**src/rtl/rv32_pkg.sv**
```systemverilog
// ----------------------------------------------------------------------------
// rv32_pkg
// Shared types and constants for the RV32I fetch path.
//   pc_state_e      : fetch sequencer states (boot, fetch, issue, halt)
//   PC_STEP         : byte distance between consecutive instructions
//   TRAP_ALIGN_MASK : clears the low two bits of a trap vector to get its base
// ----------------------------------------------------------------------------
package rv32_pkg;

    typedef enum logic [1:0] {
        S_BOOT  = 2'd0,
        S_FETCH = 2'd1,
        S_ISSUE = 2'd2,
        S_HALT  = 2'd3
    } pc_state_e;

    localparam logic [31:0] PC_STEP         = 32'd4;
    localparam logic [31:0] TRAP_ALIGN_MASK = 32'hFFFF_FFFC;

endpackage

```
**src/rtl/pc_next_sel.sv**
```systemverilog
// ----------------------------------------------------------------------------
// pc_next_sel
// Purely combinational next-PC selection for the instruction being consumed.
// Priority: trap, misaligned redirect, aligned redirect, halt, sequential.
// Ports:
//   instr_pc        in  32  address of the instruction being consumed
//   redirect_valid  in   1  branch/jump taken
//   redirect_target in  32  branch/jump destination
//   trap            in   1  instruction raises an exception
//   trap_vector     in  32  trap handler base (low two bits ignored)
//   halt            in   1  instruction is EBREAK
//   next_pc         out 32  PC to fetch next (or park at when halting)
//   take_trap       out  1  trap rule won
//   take_misalign   out  1  misaligned redirect rule won
//   go_halt         out  1  halt rule won
// ----------------------------------------------------------------------------
module pc_next_sel
    import rv32_pkg::*;
(
    input  logic [31:0] instr_pc,
    input  logic        redirect_valid,
    input  logic [31:0] redirect_target,
    input  logic        trap,
    input  logic [31:0] trap_vector,
    input  logic        halt,
    output logic [31:0] next_pc,
    output logic        take_trap,
    output logic        take_misalign,
    output logic        go_halt
);

    logic [31:0] trapBase;
    logic        targetMisaligned;

    assign trapBase         = trap_vector & TRAP_ALIGN_MASK;
    assign targetMisaligned = (redirect_target[1:0] != 2'b00);

    // A misaligned redirect is turned into a trap to the same handler base,
    // so a halt on the same instruction is dropped whenever trap or redirect wins.
    always_comb begin
        next_pc       = instr_pc + PC_STEP;
        take_trap     = 1'b0;
        take_misalign = 1'b0;
        go_halt       = 1'b0;
        if (trap) begin
            take_trap = 1'b1;
            next_pc   = trapBase;
        end else if (redirect_valid && targetMisaligned) begin
            take_misalign = 1'b1;
            next_pc       = trapBase;
        end else if (redirect_valid) begin
            next_pc = redirect_target;
        end else if (halt) begin
            go_halt = 1'b1;
        end
    end

endmodule

```
**src/rtl/pc_sequencer.sv**
```systemverilog
// ----------------------------------------------------------------------------
// pc_sequencer
// Fetch controller for the RV32I single-cycle core. Owns the PC, issues one
// outstanding fetch at a time, holds the fetched instruction for decode until
// it is consumed, then applies the next-PC rules.
// Ports:
//   clk, rst                      clock, synchronous active-high reset
//   imem_req/addr/ready/rdata     instruction memory request/ready handshake
//   instr_valid/instr/instr_pc    instruction presented to decode
//   stall                         decode back-pressure (consume = valid & !stall)
//   redirect_valid/target         taken branch/jump of the consumed instruction
//   trap/trap_vector              exception of the consumed instruction
//   halt                          EBREAK of the consumed instruction
//   epc, misalign_err, halted     exception PC, misaligned-redirect pulse, stopped
//   instret                       consumed instruction count (wraps)
// ----------------------------------------------------------------------------
module pc_sequencer
    import rv32_pkg::*;
#(
    parameter int                XLEN         = 32,
    parameter logic [XLEN-1:0]   RESET_VECTOR = {XLEN{1'b0}}
) (
    input  logic            clk,
    input  logic            rst,
    output logic            imem_req,
    output logic [XLEN-1:0] imem_addr,
    input  logic            imem_ready,
    input  logic [31:0]     imem_rdata,
    output logic            instr_valid,
    output logic [31:0]     instr,
    output logic [XLEN-1:0] instr_pc,
    input  logic            stall,
    input  logic            redirect_valid,
    input  logic [XLEN-1:0] redirect_target,
    input  logic            trap,
    input  logic [XLEN-1:0] trap_vector,
    input  logic            halt,
    output logic [XLEN-1:0] epc,
    output logic            misalign_err,
    output logic            halted,
    output logic [31:0]     instret
);

    if (XLEN != 32) begin : g_xlenCheck
        $error("pc_sequencer: only XLEN = 32 is supported");
    end

    if (RESET_VECTOR[1:0] != 2'b00) begin : g_resetAlignCheck
        $error("pc_sequencer: RESET_VECTOR must be word aligned");
    end

    pc_state_e       state_q;
    logic [XLEN-1:0] pc_q;
    logic            imemReq_q;
    logic            instrValid_q;
    logic [31:0]     instr_q;
    logic [XLEN-1:0] instrPc_q;
    logic [XLEN-1:0] epc_q;
    logic            misalignErr_q;
    logic            halted_q;
    logic [31:0]     instret_q;

    logic [31:0]     instret_d;
    logic [XLEN-1:0] pc_d;
    logic            consume;
    logic            takeTrap;
    logic            takeMisalign;
    logic            goHalt;

    // instr_valid is only ever high while issuing, so it doubles as the state qualifier.
    assign consume   = instrValid_q & ~stall;
    assign instret_d = instret_q + 32'd1;

    pc_next_sel u_nextSel (
        .instr_pc        (instrPc_q),
        .redirect_valid  (redirect_valid),
        .redirect_target (redirect_target),
        .trap            (trap),
        .trap_vector     (trap_vector),
        .halt            (halt),
        .next_pc         (pc_d),
        .take_trap       (takeTrap),
        .take_misalign   (takeMisalign),
        .go_halt         (goHalt)
    );

    // Single sequencer FSM. All outputs are registered and set on the
    // transition into the state that owns them, so imem_req is high exactly
    // while fetching and instr_valid exactly while issuing.
    always_ff @(posedge clk) begin
        if (rst) begin
            state_q       <= S_BOOT;
            pc_q          <= RESET_VECTOR;
            imemReq_q     <= 1'b0;
            instrValid_q  <= 1'b0;
            instr_q       <= 32'd0;
            instrPc_q     <= {XLEN{1'b0}};
            epc_q         <= {XLEN{1'b0}};
            misalignErr_q <= 1'b0;
            halted_q      <= 1'b0;
            instret_q     <= 32'd0;
        end else begin
            misalignErr_q <= 1'b0;
            case (state_q)
                S_BOOT: begin
                    state_q   <= S_FETCH;
                    imemReq_q <= 1'b1;
                end
                S_FETCH: begin
                    if (imem_ready) begin
                        instr_q      <= imem_rdata;
                        instrPc_q    <= pc_q;
                        instrValid_q <= 1'b1;
                        imemReq_q    <= 1'b0;
                        state_q      <= S_ISSUE;
                    end
                end
                S_ISSUE: begin
                    if (consume) begin
                        instret_q    <= instret_d;
                        instrValid_q <= 1'b0;
                        pc_q         <= pc_d;
                        if (takeTrap || takeMisalign) begin
                            epc_q <= instrPc_q;
                        end
                        if (takeMisalign) begin
                            misalignErr_q <= 1'b1;
                        end
                        if (goHalt) begin
                            state_q  <= S_HALT;
                            halted_q <= 1'b1;
                        end else begin
                            state_q   <= S_FETCH;
                            imemReq_q <= 1'b1;
                        end
                    end
                end
                S_HALT: begin
                    state_q <= S_HALT;
                end
                default: begin
                    state_q <= S_BOOT;
                end
            endcase
        end
    end

    assign imem_req     = imemReq_q;
    assign imem_addr    = pc_q;
    assign instr_valid  = instrValid_q;
    assign instr        = instr_q;
    assign instr_pc     = instrPc_q;
    assign epc          = epc_q;
    assign misalign_err = misalignErr_q;
    assign halted       = halted_q;
    assign instret      = instret_q;

endmodule

```
**config.mk**
```make
export PLATFORM = sky130hd
export DESIGN_NAME = pc_sequencer
export DESIGN_NICKNAME = d
export VERILOG_FILES = /design/src/rtl/rv32_pkg.sv /design/src/rtl/pc_next_sel.sv /design/src/rtl/pc_sequencer.sv
export SDC_FILE = /design/constraint.sdc
export NUM_CORES = 1
export LEC_CHECK = 0
export BUFFER_PORTS_ARGS = -buffer_cell sky130_fd_sc_hd__buf_2
export CAP_MARGIN = 0
export CORE_MARGIN = 2
export CORE_UTILIZATION = 53
export DETAILED_ROUTE_END_ITERATION = 10
export GPL_TIMING_DRIVEN = 0
export PLACE_DENSITY = 0.87
export SYNTH_ARGS = -nofsm -noshare
export SYNTH_HDL_FRONTEND = slang
export SYNTH_SLANG_ARGS = --single-unit
export TNS_END_PERCENT = 1
```
**constraint.sdc**
```tcl
create_clock -name clk -period 3.1 [get_ports clk]
set_input_delay 0 -clock clk [delete_from_list [all_inputs] [get_ports clk]]
set_output_delay 0 -clock clk [all_outputs]
set_load 0.02 [all_outputs]
```
==> flow_metrics.py, run 1 <==
metrics = {
    "sta": {
        "fin_crit_sh": 0.953,
        "fin_skew_ns": 0.00590,
        "rsz0062_at_grt": "false",
        "finalSetupViolCount": 0,
        "drv_slew": 0,
        "hold_violations": 0,
        "worst_pin_slew_ns": 0.820,
        "fmax_mhz": 338,
        "final.setup.tns_ns": 0,
        "relSlewSlack": 0.454,
        "post-route-min-period_ns": 2.96,
    },
    "setup_path": {
        "required_ns": 3.41,
        "crit_family": "buffers and inverters",
        "start_kind": "flop",
        "end_kind": "flop",
        "critPathBufInv": 2,
        "critical-path-slowest-cell": "dlygate4sd3_1",
        "r2r_start": "instr_pc[2]",
        "path_cells": "ha_1 -> and4_2 -> nand3_1 -> clkbuf_1 -> o31a_1 -> nor3_1 -> o22ai_1 -> dlygate4sd3_1",
        "startpoint": "instr_pc[2]",
        "path_max_fanout": 10,
        "worstSetupPathType": "reg2reg",
        "worst_ep_arrival_time_ns": 3.27,
        "crit_path_max_incr_delay_ns": 0.59,
    },
    "die": {
        "start_util": 0.547,
        "die_h_um": 121,
        "ios": 267,
        "dieArea_mm2": 0.0147,
        "die_w_um": 121,
        "core-area_mm2": 0.0133,
        "num_rows": 42,
    },
    "yosys": {
        "postSynthAreaPerCell_um2": 7.86,
        "yosys_warnings": 0,
        "synth_fa_ha_area_frac": 0.00344,
        "netlist.area_leader.share": 0.457,
        "ys_ff_latch": 166,
        "yosys-top-cells-area": "dfxtp_1, nand2_1, a21oi_1",
        "synth-main-ff-cell": "dfxtp_1",
        "syn-num-nets": 1030,
        "netlist_area_mm2": 0.00727,
        "synthCells": 925,
        "yosys.area.top_type": "dfxtp_1",
        "synth_xor_area_frac": 0.0590,
        "synth_cell_types": 53,
        "async_flop_share": 0,
        "yosys.area_share.simple": 0.255,
        "yosysSeqAreaShare": 0.457,
        "synth_compound_area_frac": 0.176,
        "synth_top_family_by_area": "simple AND/OR/NAND/NOR gates",
        "muxShareOfSynthArea": 0.00293,
        "synth_edf_count": 0,
    },
    "clock_network": {
        "cts_buffers": 17,
        "cts_tree": "done",
        "cts_setup_buffers": 0,
        "cts-root-buf": "clkbuf_16",
        "clk-insertion-delay-late_ns": 0.43,
        "cts.sinks": 166,
        "clk_path_buf_depth": 2,
        "clkTransAtPathRegs_ns": 0.06,
        "htreeDepth": 4,
    },
    "routing": {
        "routed_wl_um": 26500,
        "drc": 0,
        "vias": 8478,
        "via_per_inst": 5.79,
        "dr.pass1.iters": 5,
        "wl_per_cell_um": 18.1,
        "drtIter0Drc": 776,
        "postRouteAntennaNets": 0,
    },
    "placement": {
        "place_hpwl_um": 17900,
        "gp_congestion": 0.918,
        "io_buffers": 262,
    },
    "finish": {
        "area_growth_pct": 39.3,
        "finalNetCount": 1380,
        "layout-drive-gt1-share": 0.243,
    },
    "run_status": {
        "status": "finished, final reports clean",
    },
    "global_route": {
        "grt_pass1_wl_um": 41000,
        "grt_pass1_vias": 8147,
        "grt-ovfl-total": 0,
        "track_usage": 0.359,
        "grt_max_degree": 17,
        "antenna_found_initial": 1,
    },
    "power_and_ir_drop": {
        "p_total_uw": 4880,
        "p_leak_uw": 0.00407,
        "power_density_mw_per_mm2": 482,
        "irDropWorstVdd_mv": 0.425,
    },
    "worst_hold_path": {
        "hold_path.class": "in2reg",
        "min_from": "redirect_target[12]",
    },
    "run": {
        "drv_cap": 0,
    },
}
==> worst min-delay path, cell delays in order <==
cell and delay (ns):
buf_2 0.10, o21ai_0 0.14, a21o_1 0.10, a211oi_1 0.05
==> timing repair <==
action                                 4_1_cts  5_1_grt
resized for setup                            0        1
hold buffers                                69        0
endpoints found under the hold margin       62        0
setup endpoints to repair                    0        2
==> worst paths after layout <==
kind                    to  slack [ns]  cells past startpoint
max reg2reg  imem_addr[22]        0.14                      8
min          imem_addr[12]        0.02                      4
min reg2reg        epc[26]        0.45                      2
max          imem_addr[22]        0.14                      8
==> layer usage <==
metal | wire (um) | vias to the layer above | share of wire | GRT usage
li1 | - | 3893 | - | -
met1 | 10200 | 3933 | 0.38 | 0.419
met2 | 12700 | 542 | 0.48 | 0.612
met3 | 2480 | 110 | 0.093 | 0.0977
met4 | 1180 | 0 | 0.044 | 0.161
met5 | 0 | - | 0 | 0
==> stage by stage <==
step / hold slack [ns] / area (um2) / utilization / instances / setup WS (ns)
CTS: 0.000383 / 10100 / 0.761 / 1463 / 0.205
finish: 0.0197 / 10100 / 0.761 / 1464 / 0.145
global route: 0.0254 / 10100 / 0.761 / 1464 / 0.00244
detailed placement: 0.236 / 8800 / 0.662 / 1363 / 0.700
global placement: 0.232 / 8800 / 0.662 / 1363 / 0.757
floorplan: 0.136 / 7270 / - / 925 / 0.961
==> cells in the mapped netlist, drive strengths merged (3+ instances only) <==
| cell type | n |
|---|---|
| a21o | 5 |
| xnor2 | 40 |
| a221oi | 16 |
| and3 | 11 |
| inv | 14 |
| a31oi | 5 |
| nor4 | 15 |
| nand3 | 21 |
| o31a | 3 |
| xor2 | 9 |
| a21oi | 124 |
| clkbuf | 59 |
| dfxtp | 166 |
| nor3 | 25 |
| nor3b | 4 |
| nand4 | 12 |
| or3 | 12 |
| buf | 13 |
| o211ai | 19 |
| a211oi | 10 |
| nand2 | 235 |
| o21ai | 22 |
| nor2 | 48 |
| o22ai | 5 |
| and4 | 9 |
==> cells by family (layout without fill, tap and decap cells) <==
logic type                 count (synthesis)  count (layout)
buffers and inverters                     86             448
muxes                                      2               2
DFF                                      166             166
adders and majority gates                  2               2
other                                      0               1
and+or+nand+nor                          405             405
AOI/OAI and AO/OA                        215             215
xor gates and xnor gates                  49              49
==> cells in the final DEF, fill, tap and decap left out, drive strengths merged, types with 9 or more instances in the layout <==
master / count
dfxtp: 166
inv: 14
a211oi: 10
xor2: 9
o21ai: 22
dlygate4sd3: 69
and4: 9
nand3: 21
clkbuf: 82
buf: 274
nor2: 48
nand4: 12
o211ai: 19
nand2: 235
a221oi: 16
or3: 12
nor4: 15
xnor2: 40
and3: 11
a21oi: 124
nor3: 25
==> final cells by class <==
cell class                      instances  area, um2
Multi-Input combinational cell        673       3610
Tap cell                              176        220
Antenna cell                            1       2.50
Clock inverter                          9        175
Fill cell                             928       3170
Buffer                                 72        287
Sequential cell                       166       3320
Inverter                               14       52.6
Clock buffer                           22        454
Timing Repair Buffer                  331       2000
==> state kept, by name, summed over array words and instances (netlist names) <==
| register | flops |
|---|---|
| epc | 32 |
| imem_addr | 32 |
| instr | 32 |
| instr_pc | 32 |
| instret | 32 |
| state_q | 2 |
| halted | 1 |
| imem_req | 1 |
| instr_valid | 1 |
| misalign_err | 1 |
==> power by group <==
part           switching [uW]  internal [uW]
Combinational             251            166
Sequential               20.0           2160
Clock                     836           1440
Total                    1110           3770
(Power assumes the default switching activity.)
==> run 2, diff against run 1 <==
- CORE_ASPECT_RATIO: not set -> 1.2
- CTS_CLUSTER_DIAMETER: not set -> 60
- REMOVE_ABC_BUFFERS: not set -> 1
==> run 2 against run 1 <==
Effect of this change:
- via count is 0.21% higher
- global-route usage decreased by 0.20 points
- clock power fell by 4%
- routed wire length up 4.3%
- clock skew grew 0.0060 ns
- worst hold slack got worse by 0.014 ns
- critical path depth shrank 1
- non-clock buffer count shrank 56
- maximum frequency rose by 3.3%
- final cell count decreased by 4.2%
- first-iteration DRC count up 20%
==> flow_metrics.py, run 2 (synthesis gave the netlist of run 1 again) <==
metrics = {
    "routing": {
        "via_per_inst": 6.06,
        "wl_per_cell_um": 19.7,
        "drtIter0Drc": 928,
        "wl_met2_um": 13200,
        "met1Wirelength_um": 10100,
        "postRouteAntennaNets": 0,
        "dr.pass1.iters": 5,
        "vias": 8496,
        "drc": 0,
        "wl_met3_um": 2720,
        "routed_wl_um": 27700,
        "top_layer": "met4",
    },
    "sta": {
        "post-route-min-period_ns": 2.86,
        "fmax_mhz": 350,
        "rsz0062_at_grt": "false",
        "final.setup.tns_ns": 0,
        "fin_crit_sh": 0.923,
        "fin_skew_ns": 0.0119,
        "worst_pin_slew_ns": 1.42,
        "finalSetupViolCount": 0,
        "hold_violations": 0,
        "drv_slew": 0,
        "relSlewSlack": 0.0503,
    },
    "finish": {
        "layout_commonest_cell": "buf_2",
        "layout-drive-gt1-share": 0.265,
        "area_growth_pct": 38.4,
        "final_cell_mix": "buf_2, nand2_1, dfxtp_1, a21oi_1, dlygate4sd3_1",
        "stdcell_count": 1402,
        "finalNetCount": 1324,
        "utilization": 0.757,
    },
    "global_route": {
        "grt_pass1_wl_um": 42200,
        "grt-ovfl-total": 0,
        "antenna_found_initial": 2,
        "grt_pass1_vias": 8133,
        "grt_max_degree": 115,
        "track_usage": 0.357,
    },
    "clock_network": {
        "clkTransAtPathRegs_ns": 0.08,
        "cts_tree": "done",
        "cts-root-buf": "clkbuf_16",
        "htreeDepth": 4,
        "clk-insertion-delay-late_ns": 0.44,
        "cts.sinks": 166,
        "cts_buffers": 17,
        "clk_path_buf_depth": 2,
    },
    "setup_path": {
        "worstSetupPathType": "reg2reg",
        "path_max_fanout": 11,
        "required_ns": 3.43,
        "r2r_setup_slack_ns": 0.24,
        "worst_ep_arrival_time_ns": 3.19,
        "end_kind": "flop",
        "start_kind": "flop",
    },
    "placement": {
        "dp.cells": 1292,
        "place_hpwl_um": 15100,
        "io_buffers": 264,
        "gp_congestion": 0.829,
    },
    "die": {
        "start_util": 0.547,
        "dieArea_mm2": 0.0147,
        "core-area_mm2": 0.0133,
        "ios": 267,
        "die_h_um": 132,
        "num_rows": 46,
        "die_w_um": 111,
    },
    "power_and_ir_drop": {
        "power_density_mw_per_mm2": 477,
        "p_int_uw": 3540,
        "switching_share": 0.262,
        "p_switching_uw": 1260,
        "p_leak_uw": 0.00407,
        "seqPwrFrac": 0.456,
        "combPwrFrac": 0.087,
        "irDropWorstVdd_mv": 0.424,
        "power_frac_clock": 0.457,
    },
    "worst_hold_path": {
        "hold_path.class": "in2reg",
    },
    "run": {
        "drv_cap": 0,
    },
    "run_status": {
        "status": "finished, final reports clean",
    },
}
[run 2: power by group through the flow]
stage,Combinational [uW],Clock (uW),Sequential (uW)
2_1_floorplan,99.4,0,2260
3_3_place_gp,302,0,2230
3_5_place_dp,321,0,2230
4_1_cts,388,2170,2180
5_1_grt,438,2280,2190
6_report,419,2190,2190
[run 2: per-stage QoR]
step           hold WS [ns]  setup slack (ns)  instance area [um2]  power (uW)
5_1_grt              0.0349            0.0420                10100        4900
6_report            0.00596             0.239                10100        4790
2_1_floorplan        0.0662             -2.64                 6980        2360
3_3_place_gp          0.234             -6.20                 8510        2530
4_1_cts            0.000179             0.161                10000        4740
3_5_place_dp          0.245            -0.119                 8690        2550
[run 2: worst paths after layout]
path                  startpoint             to  depth (start not counted)
max                  instr_pc[2]  imem_addr[24]                          7
min          redirect_target[11]  imem_addr[11]                          4
max reg2reg          instr_pc[2]  imem_addr[24]                          7
min reg2reg              epc[10]        epc[10]                          2
[run 2: critical path, stage by stage, from the launching register on]
cell and delay, ns:
dfxtp_1 0.45, ha_1 0.24, and4_2 0.33, nand3_1 0.45, o31a_1 0.44, nor3_1 0.17
o22ai_1 0.09, dlygate4sd3_1 0.58
[run 2: routing by layer]
layer  up-vias  GRT usage
met2       623      0.609
met1      3932      0.405
met4         0      0.204
met3       158     0.0887
met5         -          0
li1       3783          -
[run 2: final cells by class]
type | instances | area (um2)
Clock buffer | 17 | 425
Fill cell | 891 | 3240
Antenna cell | 2 | 5.00
Multi-Input combinational cell | 673 | 3660
Tap cell | 168 | 210
Clock inverter | 15 | 165
Timing Repair Buffer | 347 | 2210
Sequential cell | 166 | 3320
Inverter | 14 | 52.6
[run 2: repair_timing]
| action | in CTS | in global routing |
|---|---|---|
| buffers inserted | 1 | 0 |
| hold buffers | 75 | 0 |
| resized for setup | 0 | 2 |
| hold endpoints to repair | 108 | 0 |
| setup endpoints to repair | 1 | 2 |
